[src/rtl/uart_tx.sv]
// 8N1 UART transmitter: valid/ready byte intake, shifter plus one holding register,
// back-to-back frames with no idle gap, registered glitch-free tx.
module uart_tx #(
   parameter int CLKS_PER_BIT = 434
) (
   input  logic       clk,
   input  logic       rst,
   input  logic [7:0] data_in,
   input  logic       valid,
   output logic       ready,
   output logic       tx,
   output logic       busy
);

   localparam int            CW = (CLKS_PER_BIT > 1) ? $clog2(CLKS_PER_BIT) : 1;
   localparam logic [CW-1:0] TC = CW'(CLKS_PER_BIT - 1);

   typedef enum logic [1:0] {IDLE, START, DATA, STOP} state_t;

   state_t        r_state, w_state_nxt;
   logic [CW-1:0] r_cnt, w_cnt_nxt;
   logic [2:0]    r_bit, w_bit_nxt;
   logic [7:0]    r_shift, w_shift_nxt;
   logic [7:0]    r_hold, w_hold_nxt;
   logic          r_hold_full, w_hold_full_nxt;
   logic          r_tx, w_tx_nxt;
   logic          w_tc, w_acc, w_free;

   assign w_tc   = (r_cnt == TC);
   assign w_acc  = valid && !r_hold_full;
   // Shifter can take a new byte this edge: idle, or finishing the stop bit.
   assign w_free = (r_state == IDLE) || ((r_state == STOP) && w_tc);

   assign ready = !r_hold_full;
   assign tx    = r_tx;
   assign busy  = (r_state != IDLE) || r_hold_full;

   always_comb begin
      w_state_nxt     = r_state;
      w_cnt_nxt       = (r_state == IDLE || w_tc) ? '0 : r_cnt + CW'(1);
      w_bit_nxt       = r_bit;
      w_shift_nxt     = r_shift;
      w_hold_nxt      = r_hold;
      w_hold_full_nxt = r_hold_full;
      case (r_state)
         IDLE: begin
            if (w_acc) begin
               w_state_nxt = START;
               w_shift_nxt = data_in;
            end
         end
         START: begin
            if (w_tc) begin
               w_state_nxt = DATA;
               w_bit_nxt   = 3'd0;
            end
         end
         DATA: begin
            if (w_tc) begin
               w_shift_nxt = {1'b0, r_shift[7:1]};
               w_bit_nxt   = r_bit + 3'd1;
               if (r_bit == 3'd7) w_state_nxt = STOP;
            end
         end
         STOP: begin
            if (w_tc) begin
               if (r_hold_full) begin
                  w_state_nxt     = START;
                  w_shift_nxt     = r_hold;
                  w_hold_full_nxt = 1'b0;
               end else if (w_acc) begin
                  w_state_nxt = START;
                  w_shift_nxt = data_in;
               end else begin
                  w_state_nxt = IDLE;
               end
            end
         end
         default: w_state_nxt = IDLE;
      endcase
      if (w_acc && !w_free) begin
         w_hold_nxt      = data_in;
         w_hold_full_nxt = 1'b1;
      end
      // tx follows the next state so the line moves on the same edge as the bit boundary.
      case (w_state_nxt)
         START:   w_tx_nxt = 1'b0;
         DATA:    w_tx_nxt = w_shift_nxt[0];
         default: w_tx_nxt = 1'b1;
      endcase
   end

   always_ff @(posedge clk) begin
      if (rst) begin
         r_state     <= IDLE;
         r_cnt       <= '0;
         r_bit       <= 3'd0;
         r_shift     <= 8'h00;
         r_hold      <= 8'h00;
         r_hold_full <= 1'b0;
         r_tx        <= 1'b1;
      end else begin
         r_state     <= w_state_nxt;
         r_cnt       <= w_cnt_nxt;
         r_bit       <= w_bit_nxt;
         r_shift     <= w_shift_nxt;
         r_hold      <= w_hold_nxt;
         r_hold_full <= w_hold_full_nxt;
         r_tx        <= w_tx_nxt;
      end
   end

endmodule

[config.mk]
export PLATFORM = sky130hd
export DESIGN_NAME = uart_tx
export DESIGN_NICKNAME = d
export VERILOG_FILES = /design/src/rtl/uart_tx.sv
export SDC_FILE = /design/constraint.sdc
export NUM_CORES = 1
export LEC_CHECK = 0
export CAP_MARGIN = 20
export CELL_PAD_IN_SITES_DETAIL_PLACEMENT = 1
export CELL_PAD_IN_SITES_GLOBAL_PLACEMENT = 2
export CORE_MARGIN = 3
export CORE_UTILIZATION = 37
export DETAILED_ROUTE_END_ITERATION = 12
export GPL_ROUTABILITY_DRIVEN = 0
export PLACE_DENSITY_LB_ADDON = 0.2
export SKIP_LAST_GASP = 1
export SLEW_MARGIN = 25
export SYNTH_ARGS = -nofsm -noshare
export SYNTH_HDL_FRONTEND = slang
export SYNTH_SLANG_ARGS = --single-unit
[constraint.sdc]
create_clock -name clk -period 5 [get_ports clk]
set_clock_uncertainty 0.15 [all_clocks]
set_input_delay 1.5 -clock clk [delete_from_list [all_inputs] [get_ports clk]]
set_output_delay 1.5 -clock clk [all_outputs]
set_load 0.01 [all_outputs]
==> Word-level counts from Yosys, hierarchy flattened <==
Index checks and enable logic that the tools add are counted.
{ "word_totals": {"ff_bits": 32, "in_bits": 11, "output_inout_bits": 3} }
{ "op_classes": {"add_sub_neg": 2, "eq_ne": 10, "mux": 20, "reduce_logical": 18} }
{ "op_table": {"columns": ["op", "count"], "rows": [
  ["8-bit two-way mux", 4],
  ["8-bit one-hot mux with 3 select lines", 1],
  ["2-bit two-way mux", 5],
  ["9-bit by 1-bit adder with 9-bit output (second input constant)", 1],
  ["9-bit equality test (second input constant)", 1],
  ["2-bit one-hot mux with 4 select lines", 1],
  ["2-bit nonzero test", 4],
  ["2-bit equality test (second input constant)", 3],
  ["3-bit two-way mux", 2],
  ["2-bit != test (second input constant)", 3],
  ["3-bit one-hot mux with 2 select lines", 1],
  ["3-bit AND reduction", 2],
  ["1-bit two-way mux", 5],
  ["2-bit by 1-bit equality test with 1-bit output (second input constant)", 2],
  ["3-bit by 1-bit adder with 3-bit output (second input constant)", 1],
  ["3-bit equality test (second input constant)", 1],
  ["1-bit logical AND", 3],
  ["1-bit logical OR", 3],
  ["3-bit nonzero test", 1],
  ["1-bit logical NOT", 2],
  ["2-bit logical NOT", 1],
  ["1-bit one-hot mux with 2 select lines", 1],
  ["2-bit AND reduction", 1],
  ["2-bit OR reduction", 1]
]} }

==> Depth between registers and ports, before layout <==
Gate-level depths: netlist of the first run.
{ "logic_depth": {"depth_word": 8, "mapped_depth": 9, "depth_no_buf": 7} }

==> Worst setup path after synthesis of the first run <==
Ideal clock, no wire load.
{ "synth_path": {"kind": "input to register", "from": "input port valid", "to": "register r_tx (netlist: tx)", "setup_time_ps": 125, "arrival_ps": 2553, "t_required_ps": 4725, "slack_ps": 2171, "stages": 6, "path_cell_list": "clkbuf_1 mux2_2 o211ai_1 a31oi_1 a21oi_1 a31oi_1"} }
{ "synth_between": {"elab_chain_len": 7} }
{ "synth_rtl": {"columns": ["element", "line_no", "text"], "rows": [
  ["start: declaration", "9", "input logic valid,"],
  ["1-bit logical AND (*)", "30", "assign w_acc = valid && !r_hold_full;"],
  ["1-bit two-way mux", "71", "end else if (w_acc) begin"],
  ["1-bit two-way mux", "67", "if (r_hold_full) begin"],
  ["2-bit two-way mux", "66", "if (w_tc) begin"],
  ["2-bit one-hot mux with 4 select lines", "45", "case (r_state)"],
  ["2-bit equality test or 2-bit by 1-bit equality test with 1-bit output (tied branches)", "86", "case (w_state_nxt)"],
  ["1-bit one-hot mux with 2 select lines (*)", "86", null],
  ["end signal: assignment", "109", "r_tx <= w_tx_nxt;"],
  ["end: declaration", "26", "logic r_tx, w_tx_nxt;"]
]} }
Mark *: on every way between the ends. The rest lies on a longest branch, timed or not. The select of a mux whose other input is x is not followed.
A chain may end at the register's enable or synchronous reset.

==> Worst setup path after layout of the first run <==
{ "layout_path": {"from": "register r_state[0]", "to": "output port busy"} }
{ "layout_between": {"elab_chain_len": 2} }
{ "layout_rtl": {"columns": ["element", "line_no", "text"], "rows": [
  ["start: declaration", "20", "state_t r_state, w_state_nxt;"],
  ["start signal: assignment", "103", "r_state <= w_state_nxt;"],
  ["2-bit nonzero test", "36", "assign busy = (r_state != IDLE) || r_hold_full;"],
  ["1-bit logical OR", "36", null],
  ["end: declaration", "12", "output logic busy"]
]} }
Every way passes these cells.

==> impl_results.md, run 1 <==
* Standard cell core area at ~4400 sq um
* Capturing element type of the critical path: output port
* Number of levels the H-tree was split into at 2
* Critical path data arrival time at around 1.9 ns
* Adder-Cell Fraction of Synth Area at under 10%
* Leading area contributor after synthesis: dfxtp_1
* Number of placed I/O pins at 14
* Number of nets with antenna violations after detailed routing at 0
* Final std cell area, no fill at 1932 sq um
* Remaining global-route overflow at 0
* Count of final max-slew check failures at 0
* Cell with the most instances after synthesis: dfxtp_1
* Total Neg Setup Slack at 0 ns
* Starting density of the core at between 30% and 40%
* Share of the synthesized area in compound gates (AO/OA/AOI/OAI) at 23.41%
* Max-slew headroom at ~55%
* Power density normalized to cell area at about 270 nW/um^2
* Root Buffer: clkbuf_8
* All-layer global routing usage at 18.98%
* Number of endpoints with negative hold slack in the final report at 0
* Number of antenna violations at the first check in global routing at 0
* Critical Path Start Type: register
* Util after Layout at between 40% and 50%
* Simple-gate share of the synthesized area at a little over a fifth
* LEAKAGE at 0.7512 nW
* Cell area after placement at around 1900 sq um
* Share of the synthesized netlist area taken by xor and xnor gates at 3.063%
* DR vias/cell at 5.777
* Register bit count reported by yosys at 32
* CP Class: register to output port
* Main combinational cell family by area after synthesis: compound AO/OA/AOI/OAI gates
* Number of sinks driven by the clock tree at 32
* Routed length per instance at 17.49 um
* Number of max-cap violations at 0
* Largest fanout on the critical path at 17
* Count of warnings emitted by yosys at 0
* Status: finished, final reports clean
* Share of cells above drive strength 1 at around 6.6%
* Largest net degree at the start of global routing at 19
* Worst VDD drop at 0.1035 mV
* Number of enable-type register cells in the synthesized netlist at 0
* Top cells by instance count after synthesis: dfxtp_1 (32), nor2_1 (29), nand2_1 (17)
* Final-stage net count at 230
* Portion of synthesized cell area occupied by the leading cell type at between 30% and 40%
* Fmax at between 200 and 300 MHz
* Fraction of synthesis flops using an asynchronous set or reset pin at 0%
* Fill cell count at ~540
* Number of core rows at 24
* Clk_lat worst skew at roughly 0.28 ns
* Total Die Area at ~5500 sq um
* Period utilisation layout at 70.46%
* Unrepaired setup endpoints after global routing: false
* Depth of the worst register-to-register path at 5
* Die height at 74.09 um
* Path category of the worst min-delay check: register to register
* Vias in the first global route at between 1500 and 2000
* WHS at ~0.33 ns
* Syn_nets at 219
* CTS hold repair buffers at 0
* Inserted Clock Buffers at 5
* Post-CTS clock slew at the launch and capture registers of the worst setup and hold paths at 0.06 ns
* Area added between synthesis and finish at 12.62%
* Worst hold stages at 2
* Largest cells by area after synthesis: dfxtp_1 (37%), nor2_1 (6.3%), mux2i_1 (5.8%)
* Overall via count from detail_route at 1531
* Data required time at the worst endpoint at 3.35 ns
* Post-Synthesis Cells at 204
* Prevailing post-synth register cell: dfxtp_1
* Combined area of all synthesized cells at ~1700 sq um
* Sequential area share after synthesis at a little under two fifths
* Total half-perimeter wirelength after legalization and detailed placement at roughly 3.3 mm
* Number of port buffers at 13
* First-pass GRT wire length at approximately 7.9 mm
* Post-synthesis cell type count at 42
* Routed wire length at approximately 4.6 mm
* First-pass iteration count of the detailed router at 4
* Post-route DRC at 0
* Initial drt markers at between 100 and 150
* Clock buffer depth at 2
* CTS tree: yes
* Multiplexer share of the synthesized area at about 6.5%
* Worst Max-Slew Pin Slew at 0.6758 ns
* Final Setup Violations at 0
* Post-CTS setup repair buffer count at 0
* Post-CTS resize count at 0
* Number of antenna repair diodes at 0
* Synthesized area per cell at 8.409 sq um
* Final Critical Period at 3.523 ns
* Die outline width at between 70 and 80 um
* Final Total Pwr at between 0.5 and 0.6 mW
[kinds of logic after synthesis]
logic type	count (synthesis)
AOI/OAI and AO/OA	57
xor gates and xnor gates	6
buffers and inverters	21
and+or+nand+nor	73
DFF	32
muxes	11
adders and majority gates	4
[per-stage QoR]
stage	setup slack, ns	std cells
after CTS	1.472	265
after floorplan	2.171	204
after global routing	1.402	265
after global placement	1.669	260
final	1.477	265
after detailed placement	1.632	260
[worst max-delay path, cell delays in order, from the launching register on]
cell and delay [ns]:
dfxtp_1 0.75, nor2_1 0.18, nand2_1 0.12, clkdlybuf4s50_1 0.54
[routing by layer]
layer / share of wire, % / vias to the layer above / track usage [%]
met5: 0 / - / 0
met4: 2.2 / 0 / 8.853
met3: 4.1 / 9 / 4.865
met2: 50 / 28 / 31.69
met1: 44 / 750 / 22.76
li1: - / 744 / -
[sequential cells by signal, indices dropped and copies added, names as in the netlist]
signal / count
tx: 1
r_hold: 8
r_cnt: 9
r_bit: 3
r_state: 2
r_hold_full: 1
r_shift: 8
[placed cells by master, fill, tap and decap left out, types with 2 or more instances in the layout]
cell type        instances
dfxtp_1                 32
nor2_1                  29
nand2_1                 17
a21oi_1                 15
clkdlybuf4s50_1         13
o21ai_0                 11
mux2i_1                 10
inv_1                    9
a22oi_1                  7
nand3_1                  7
a22o_1                   6
a221oi_1                 5
clkbuf_8                 5
nor2b_1                  4
ha_1                     4
and2_1                   3
and3_1                   3
xor2_1                   3
xnor2_1                  3
nor3b_1                  2
o22ai_1                  2
or3_1                    2
a31oi_1                  2
buf_4                    2
[final cells by class]
cell class                 instances  area [sq um]  share of cell area, %
clock buffer                       5         68.82                  3.562
sequential                        32         640.6                  33.16
tap                               52         65.06                  3.368
multi-input combinational        151         974.7                  50.45
timing repair buffer              15         145.1                  7.513
inverter                          10         37.54                  1.943
[final timing paths]
path,slack (ns),to,from
min,0.33,r_bit[1],r_bit[1]
max reg2reg,2.47,r_shift[3],r_state[0]
max,1.48,busy,r_state[0]
min reg2reg,0.33,r_bit[1],r_bit[1]
[power by group]
group          total [mW]  internal [mW]  switching [mW]
Clock               0.177         0.0895          0.0875
Sequential          0.280          0.266          0.0139
Combinational      0.0731         0.0339          0.0393
Power figures use the tool's default switching activity.
==> run 2: changes to the inputs <==
--- a/config.mk
+++ b/config.mk
@@ -9,7 +9,7 @@
 export CELL_PAD_IN_SITES_DETAIL_PLACEMENT = 1
 export CELL_PAD_IN_SITES_GLOBAL_PLACEMENT = 2
 export CORE_MARGIN = 3
-export CORE_UTILIZATION = 37
+export CORE_UTILIZATION = 35
 export DETAILED_ROUTE_END_ITERATION = 12
 export GPL_ROUTABILITY_DRIVEN = 0
 export PLACE_DENSITY_LB_ADDON = 0.2
==> constraint.sdc (replaced) <==
create_clock -name clk -period 3.63 [get_ports clk]
set_clock_uncertainty 0.15 [all_clocks]
set_input_delay 1.089 -clock clk [delete_from_list [all_inputs] [get_ports clk]]
set_output_delay 1.089 -clock clk [all_outputs]
set_load 0.01 [all_outputs]
==> impl_results.md, run 2 (synthesis gave the netlist of run 1 again) <==
* Clock buffer depth at 2 (unchanged)
* Launch instance of the worst register-to-register path: r_cnt[0] (was r_state[0])
* Number of sinks driven by the clock tree at 32 (unchanged)
* Total half-perimeter wirelength after legalization and detailed placement at 3.162 mm (was 3.344 mm)
* Count of final max-slew check failures at 0 (unchanged)
* Post-route DRC at 0 (unchanged)
* Power density normalized to cell area at 432.5 nW/um^2 (was 274.4 nW/um^2)
* Most common cell after layout, fill and taps aside: dfxtp_1 (unchanged)
* Worst VDD drop at 0.2019 mV (was 0.1035 mV)
* Starting density of the core at 37.83% (was 38.86%)
* Final Critical Period at about 3.1 ns
* FF-to-FF End: r_shift[1] (was r_shift[3])
* Largest regs: r_cnt: 9 flops, r_hold: 8 flops, r_shift: 8 flops (unchanged)
* Data required time at the worst endpoint at 2.39 ns (was 3.35 ns)
* Number of antenna repair diodes at 0 (unchanged)
* Die outline width at 76.01 um (was 74.09 um)
* Number of core rows at 24 (unchanged)
* Die height at 76.01 um (was 74.09 um)
* Number of antenna violations at the first check in global routing at 0 (unchanged)
* Path category of the worst min-delay check: register to register (unchanged)
* Post-CTS resize count at 0 (unchanged)
* Number of endpoints with negative hold slack in the final report at 0 (unchanged)
* Max-slew headroom at 60.39% (was 54.95%)
* Number of port buffers at 13 (unchanged)
* All-layer global routing usage at 17.12% (was 18.98%)
* Critical path data arrival time at 1.89 ns (was 1.87 ns)
* Share of cells above drive strength 1 at 8.295% (was 6.573%)
* Fmax at 319.6 MHz
* Hold wc startpoint: r_bit[2] (was r_bit[1])
* Total Die Area at 5778 sq um (was 5489 sq um)
* Number of nets with antenna violations after detailed routing at 0 (unchanged)
* CP Class: register to output port (unchanged)
* Routed wire length at 4.622 mm (was 4.635 mm)
* Commonest cells after routing, fill and taps aside: dfxtp_1 (32), nor2_1 (29), nand2_1 (17), a21oi_1 (15), clkdlybuf4s50_1 (13) (unchanged)
* Period utilisation layout at 86.18%
* Largest fanout on the critical path at 15 (was 17)
* Max FFs per register at 9 (unchanged)
* Overall via count from detail_route at 1528 (was 1531)
* Worst reg2reg setup slack at 1.33 ns (was 2.47 ns)
* Vias in the first global route at 1668 (was 1628)
* Status: finished, final reports clean (unchanged)
* Remaining global-route overflow at 0 (unchanged)
* Standard cell core area at 4534 sq um (was 4414 sq um)
* Initial drt markers at 91 (was 115)
* Largest net degree at the start of global routing at 23 (was 19)
* DR vias/cell at 5.418 (was 5.777)
* Root Buffer: clkbuf_8 (unchanged)
* Number of placed I/O pins at 14 (unchanged)
* CTS hold repair buffers at 0 (unchanged)
* Unrepaired setup endpoints after global routing: false (unchanged)
* Worst Max-Slew Pin Slew at 0.5933 ns (was 0.6758 ns)
* First-pass iteration count of the detailed router at 4 (unchanged)
* Post-CTS setup repair buffer count at 0 (unchanged)
* Post-route worst setup slack at 0.5015 ns (was 1.477 ns)
* Inserted Clock Buffers at 5 (unchanged)
* Post-CTS clock slew at the launch and capture registers of the worst setup and hold paths at 0.07 ns (was 0.06 ns)
* First-pass GRT wire length at 7.962 mm (was 7.893 mm)
* Post-placement worst setup slack at 0.6851 ns (was 1.632 ns)
* Depth of the worst register-to-register path at 5 (unchanged)
* Area added between synthesis and finish at 17.36% (was 12.62%)
* Capturing element type of the critical path: output port (unchanged)
* LEAKAGE at 0.7848 nW (was 0.7512 nW)
* Number of max-cap violations at 0 (unchanged)
* Routed length per instance at 16.39 um (was 17.49 um)
* Final Setup Violations at 0 (unchanged)
* Total Neg Setup Slack at 0 ns (unchanged)
* CTS tree: yes (unchanged)
* Number of levels the H-tree was split into at 2 (unchanged)
* Worst Setup SP: r_hold_full (was r_state[0])
* CP endpoint: busy (unchanged)
* Clk_lat worst skew at 0.29 ns (was 0.28 ns)
* Critical Path Start Type: register (unchanged)
* Register with the highest flop count: r_cnt (unchanged)
* Final-stage net count at 231 (was 230)
==> run 2: changes by cell type in the layout (fill, tap and decap cells not counted) <==
cell,before,now
clkbuf_8,5,7
buf_4,2,3
bufinv_16,0,1
==> run 2: power breakdown <==
part,leakage [nW],switching (mW),internal (mW)
clock network,0.0645,0.142,0.242
registers,0.261,0.0148,0.366
logic,0.459,0.0578,0.0477
total,0.785,0.215,0.656
==> run 2: cell type report <==
class | instances | area [sq um]
Inverter | 10 | 37.54
Clock inverter | 1 | 30.03
Multi-Input combinational cell | 151 | 974.7
Fill cell | 542 | 2521
Sequential cell | 32 | 640.6
Clock buffer | 7 | 96.34
Timing Repair Buffer | 16 | 152.6
Tap cell | 65 | 81.33
==> run 2: metal layers <==
| metal | routed length, um | vias to the layer above | GRT usage [%] | part of all wire, % |
|---|---|---|---|---|
| met1 | 2042 | 745 | 19.71 | 44 |
| met2 | 2300 | 23 | 28.72 | 50 |
| met5 | 0 | - | 0 | 0 |
| met3 | 197 | 9 | 4.846 | 4.3 |
| li1 | - | 751 | - | - |
| met4 | 81 | 0 | 9.239 | 1.8 |
==> run 2: how the worst min path moves through the flow <==
stage / end / cells after the start
detailed placement: r_bit[1] / 2
finish: r_bit[2] / 2
global placement: r_cnt[0] / 1
floorplan: r_cnt[0] / 1
CTS: r_bit[2] / 2
global route: r_bit[1] / 2
==> run 2: worst max-delay path: stages, from the launching register on <==
cell and delay [ns]:
dfxtp_1 0.70, inv_2 0.24, nand2_1 0.12, clkdlybuf4s50_1 0.54
==> run 2: stage by stage <==
step           instance area (sq um)  power (mW)  hold slack (ns)  utilization, %  std cells
6_report                        2013      0.8708           0.3323           44.40        282
5_1_grt                         2013      0.9113           0.3549           44.40        282
4_1_cts                         2013      0.8839           0.3335           44.40        282
3_5_place_dp                    1887      0.4943           0.3219           41.61        274
3_3_place_gp                    1887      0.4916           0.2957           41.61        274
2_1_floorplan                   1715      0.4553           0.2834               -        204
==> run 3: changes to the inputs <==
--- a/config.mk
+++ b/config.mk
@@ -9,7 +9,7 @@
 export CELL_PAD_IN_SITES_DETAIL_PLACEMENT = 1
 export CELL_PAD_IN_SITES_GLOBAL_PLACEMENT = 2
 export CORE_MARGIN = 3
-export CORE_UTILIZATION = 35
+export CORE_UTILIZATION = 37
 export DETAILED_ROUTE_END_ITERATION = 12
 export GPL_ROUTABILITY_DRIVEN = 0
 export PLACE_DENSITY_LB_ADDON = 0.2
==> constraint.sdc (replaced) <==
create_clock -name clk -period 3.8 [get_ports clk]
set_clock_uncertainty 0.15 [all_clocks]
set_input_delay 1.14 -clock clk [delete_from_list [all_inputs] [get_ports clk]]
set_output_delay 1.14 -clock clk [all_outputs]
set_load 0.01 [all_outputs]
==> impl_results.md, run 3 (synthesis gave the netlist of run 1 again) <==
* Inserted Clock Buffers at 5 (unchanged)
* All-layer global routing usage at 18.16% (was 17.12%)
* Final-stage net count at 231 (unchanged)
* Status: finished, final reports clean (unchanged)
* Number of max-cap violations at 0 (unchanged)
* Critical Path Start Type: register (unchanged)
* Register with the highest flop count: r_cnt (unchanged)
* CTS tree: yes (unchanged)
* Post-route worst setup slack at 0.6144 ns (was 0.5015 ns)
* Uppermost routed layer: met4 (unchanged)
* Fill cell count at 522 (was 542)
* Root Buffer: clkbuf_8 (unchanged)
* Total Neg Setup Slack at 0 ns (unchanged)
* Total stage count of the critical path at 3 (unchanged)
* Final Total Pwr at 0.8250 mW (was 0.8708 mW)
* LEAKAGE at 0.7850 nW (was 0.7848 nW)
* Power density normalized to cell area at 413.1 nW/um^2 (was 432.5 nW/um^2)
* Fmax at 313.9 MHz
* Sum of routed wire segments on met1 at 2.022 mm (was 2.042 mm)
* Max-slew headroom at 54.81% (was 60.39%)
* Launch instance of the worst register-to-register path: r_state[0] (was r_cnt[0])
* Worst VDD drop at 0.1620 mV (was 0.2019 mV)
* Largest net degree at the start of global routing at 18 (was 23)
* Period utilisation layout at ~84%
* Buffers and inverters on the worst path at 1 (was 2)
* Unrepaired setup endpoints after global routing: false (unchanged)
* Routed wire length on met2 at 2.375 mm (was 2.300 mm)
* Worst Setup SP: r_state[0] (was r_hold_full)
* Worst Max-Slew Pin Slew at 0.6769 ns (was 0.5933 ns)
* Post-CTS clock slew at the launch and capture registers of the worst setup and hold paths at 0.07 ns (about the same)
* Critical-path top delay cell: dfxtp_1 (unchanged)
* Number of sinks driven by the clock tree at 32 (unchanged)
* Longest individual stage delay on the worst path at 0.76 ns (was 0.70 ns)
* Amount of wire on met3 after detailed routing at 150 um (was 197 um)
* Switching Share at 24.04% (was 24.64%)
* Vias in the first global route at 1599 (was 1668)
* Internal Dissipation at 0.6267 mW (was 0.6562 mW)
* Standard cell core area at 4414 sq um (was 4534 sq um)
* CTS hold repair buffers at 0 (unchanged)
* Area added between synthesis and finish at 16.41% (was 17.36%)
* First-pass iteration count of the detailed router at 4 (unchanged)
* Number of endpoints with negative hold slack in the final report at 0 (unchanged)
* Number of antenna violations at the first check in global routing at 0 (unchanged)
* Cell area after placement at 1871 sq um (was 1887 sq um)
* Final Critical Period at around 3.2 ns
* Post-CTS resize count at 0 (unchanged)
* Util after Layout at 45.24% (was 44.40%)
* Starting density of the core at 38.86% (was 37.83%)
* Largest fanout on the critical path at 17 (was 15)
* Routed length per instance at 17.12 um (was 16.39 um)
* Worst reg2reg setup slack at 1.30 ns (was 1.33 ns)
* Max FFs per register at 9 (unchanged)
* Number of antenna repair diodes at 0 (unchanged)
* Die height at 74.09 um (was 76.01 um)
* Overall via count from detail_route at 1515 (was 1528)
* Total Die Area at 5489 sq um (was 5778 sq um)
* CP Class: register to output port (unchanged)
* Number of nets with antenna violations after detailed routing at 0 (unchanged)
* First-pass GRT wire length at 7.659 mm (was 7.962 mm)
* Remaining global-route overflow at 0 (unchanged)
* Largest regs: r_cnt: 9 flops, r_hold: 8 flops, r_shift: 8 flops (unchanged)
* Depth of the worst register-to-register path at 5 (unchanged)
* Total net switching power at 0.1983 mW (was 0.2146 mW)
* CP endpoint: busy (unchanged)
* Number of core rows at 24 (unchanged)
* Final std cell area, no fill at 1997 sq um (was 2013 sq um)
* Path category of the worst min-delay check: register to register (unchanged)
* Post-route DRC at 0 (unchanged)
* Most common cell after layout, fill and taps aside: dfxtp_1 (unchanged)
* Number of placed I/O pins at 14 (unchanged)
* Clk_lat worst skew at 0.28 ns (was 0.29 ns)
* Routed wire length at 4.604 mm (was 4.622 mm)
* Share of cells above drive strength 1 at 8.295% (unchanged)
* Fraction of power consumed by sequential logic at 44.3% (was 43.8%)
* Top delay family on crit path: flip-flops (was buffers and inverters)
* Critical path data arrival time at 1.90 ns (was 1.89 ns)
* FF-to-FF End: r_shift[1] (unchanged)
* Initial drt markers at 70 (was 91)
* Data required time at the worst endpoint at 2.51 ns (was 2.39 ns)
* Number of levels the H-tree was split into at 2 (unchanged)
* Count of final max-slew check failures at 0 (unchanged)
* Share of total power in the clock network at 43.6% (was 44.1%)
* Commonest cells after routing, fill and taps aside: dfxtp_1 (32), nor2_1 (29), nand2_1 (17), a21oi_1 (15), clkdlybuf4s50_1 (13) (unchanged)
* List of cells traversed by the critical path: nor2_1 > nand2_1 > clkdlybuf4s50_1 (was inv_2 > nand2_1 > clkdlybuf4s50_1)
* Post-CTS setup repair buffer count at 0 (unchanged)
* Post-placement worst setup slack at 0.7786 ns (was 0.6851 ns)
* Combinational share of power at 12.1% (about the same)
* Final Setup Violations at 0 (unchanged)
* DR vias/cell at 5.632 (was 5.418)
* Clock buffer depth at 2 (unchanged)
* Total half-perimeter wirelength after legalization and detailed placement at 3.265 mm (was 3.162 mm)
* Capturing element type of the critical path: output port (unchanged)
* Number of port buffers at 13 (unchanged)
* Die outline width at 74.09 um (was 76.01 um)
## run 3: cell counts in the layout (fill, tap and decap cells not counted)
No cell type changed its count.
## run 3: cell type report
type	count	area [sq um]	area share, %
clock buffer	7	96.34	4.825
timing repair buffer	16	152.6	7.644
tap	52	65.06	3.258
multi-input combinational	151	974.7	48.81
sequential	32	640.6	32.08
clock inverter	1	30.03	1.504
inverter	10	37.54	1.880
## run 3: power by group through the flow
stage | sequential [mW] | clock [mW] | combinational (mW)
6_report | 0.366 | 0.360 | 0.0996
5_1_grt | 0.367 | 0.385 | 0.111
4_1_cts | 0.365 | 0.367 | 0.101
3_5_place_dp | 0.373 | 0 | 0.0993
3_3_place_gp | 0.372 | 0 | 0.0976
2_1_floorplan | 0.366 | 0 | 0.0686
## run 3: worst min-delay path by stage
stage               depth (start not counted)  startpoint  slack, ns  endpoint
floorplan                                   1    r_cnt[0]       0.28  r_cnt[0]
global placement                            1    r_cnt[0]       0.30  r_cnt[0]
detailed placement                          1    r_cnt[0]       0.31  r_cnt[0]
CTS                                         1    r_cnt[0]       0.33  r_cnt[0]
global route                                2    r_bit[2]       0.36  r_bit[2]
finish                                      1    r_cnt[0]       0.32  r_cnt[0]
## run 3: layer usage
metal | GRT usage [%] | vias to the layer above
met5 | 0 | -
li1 | - | 751
met1 | 20.77 | 734
met2 | 32.97 | 23
met3 | 4.054 | 7
met4 | 6.439 | 0
## run 3: metrics by stage
| step | hold WS, ns | std cells |
|---|---|---|
| 6_report | 0.3227 | 269 |
| 3_3_place_gp | 0.3049 | 261 |
| 4_1_cts | 0.3261 | 269 |
| 5_1_grt | 0.3638 | 269 |
| 3_5_place_dp | 0.3099 | 261 |
| 2_1_floorplan | 0.2834 | 204 |
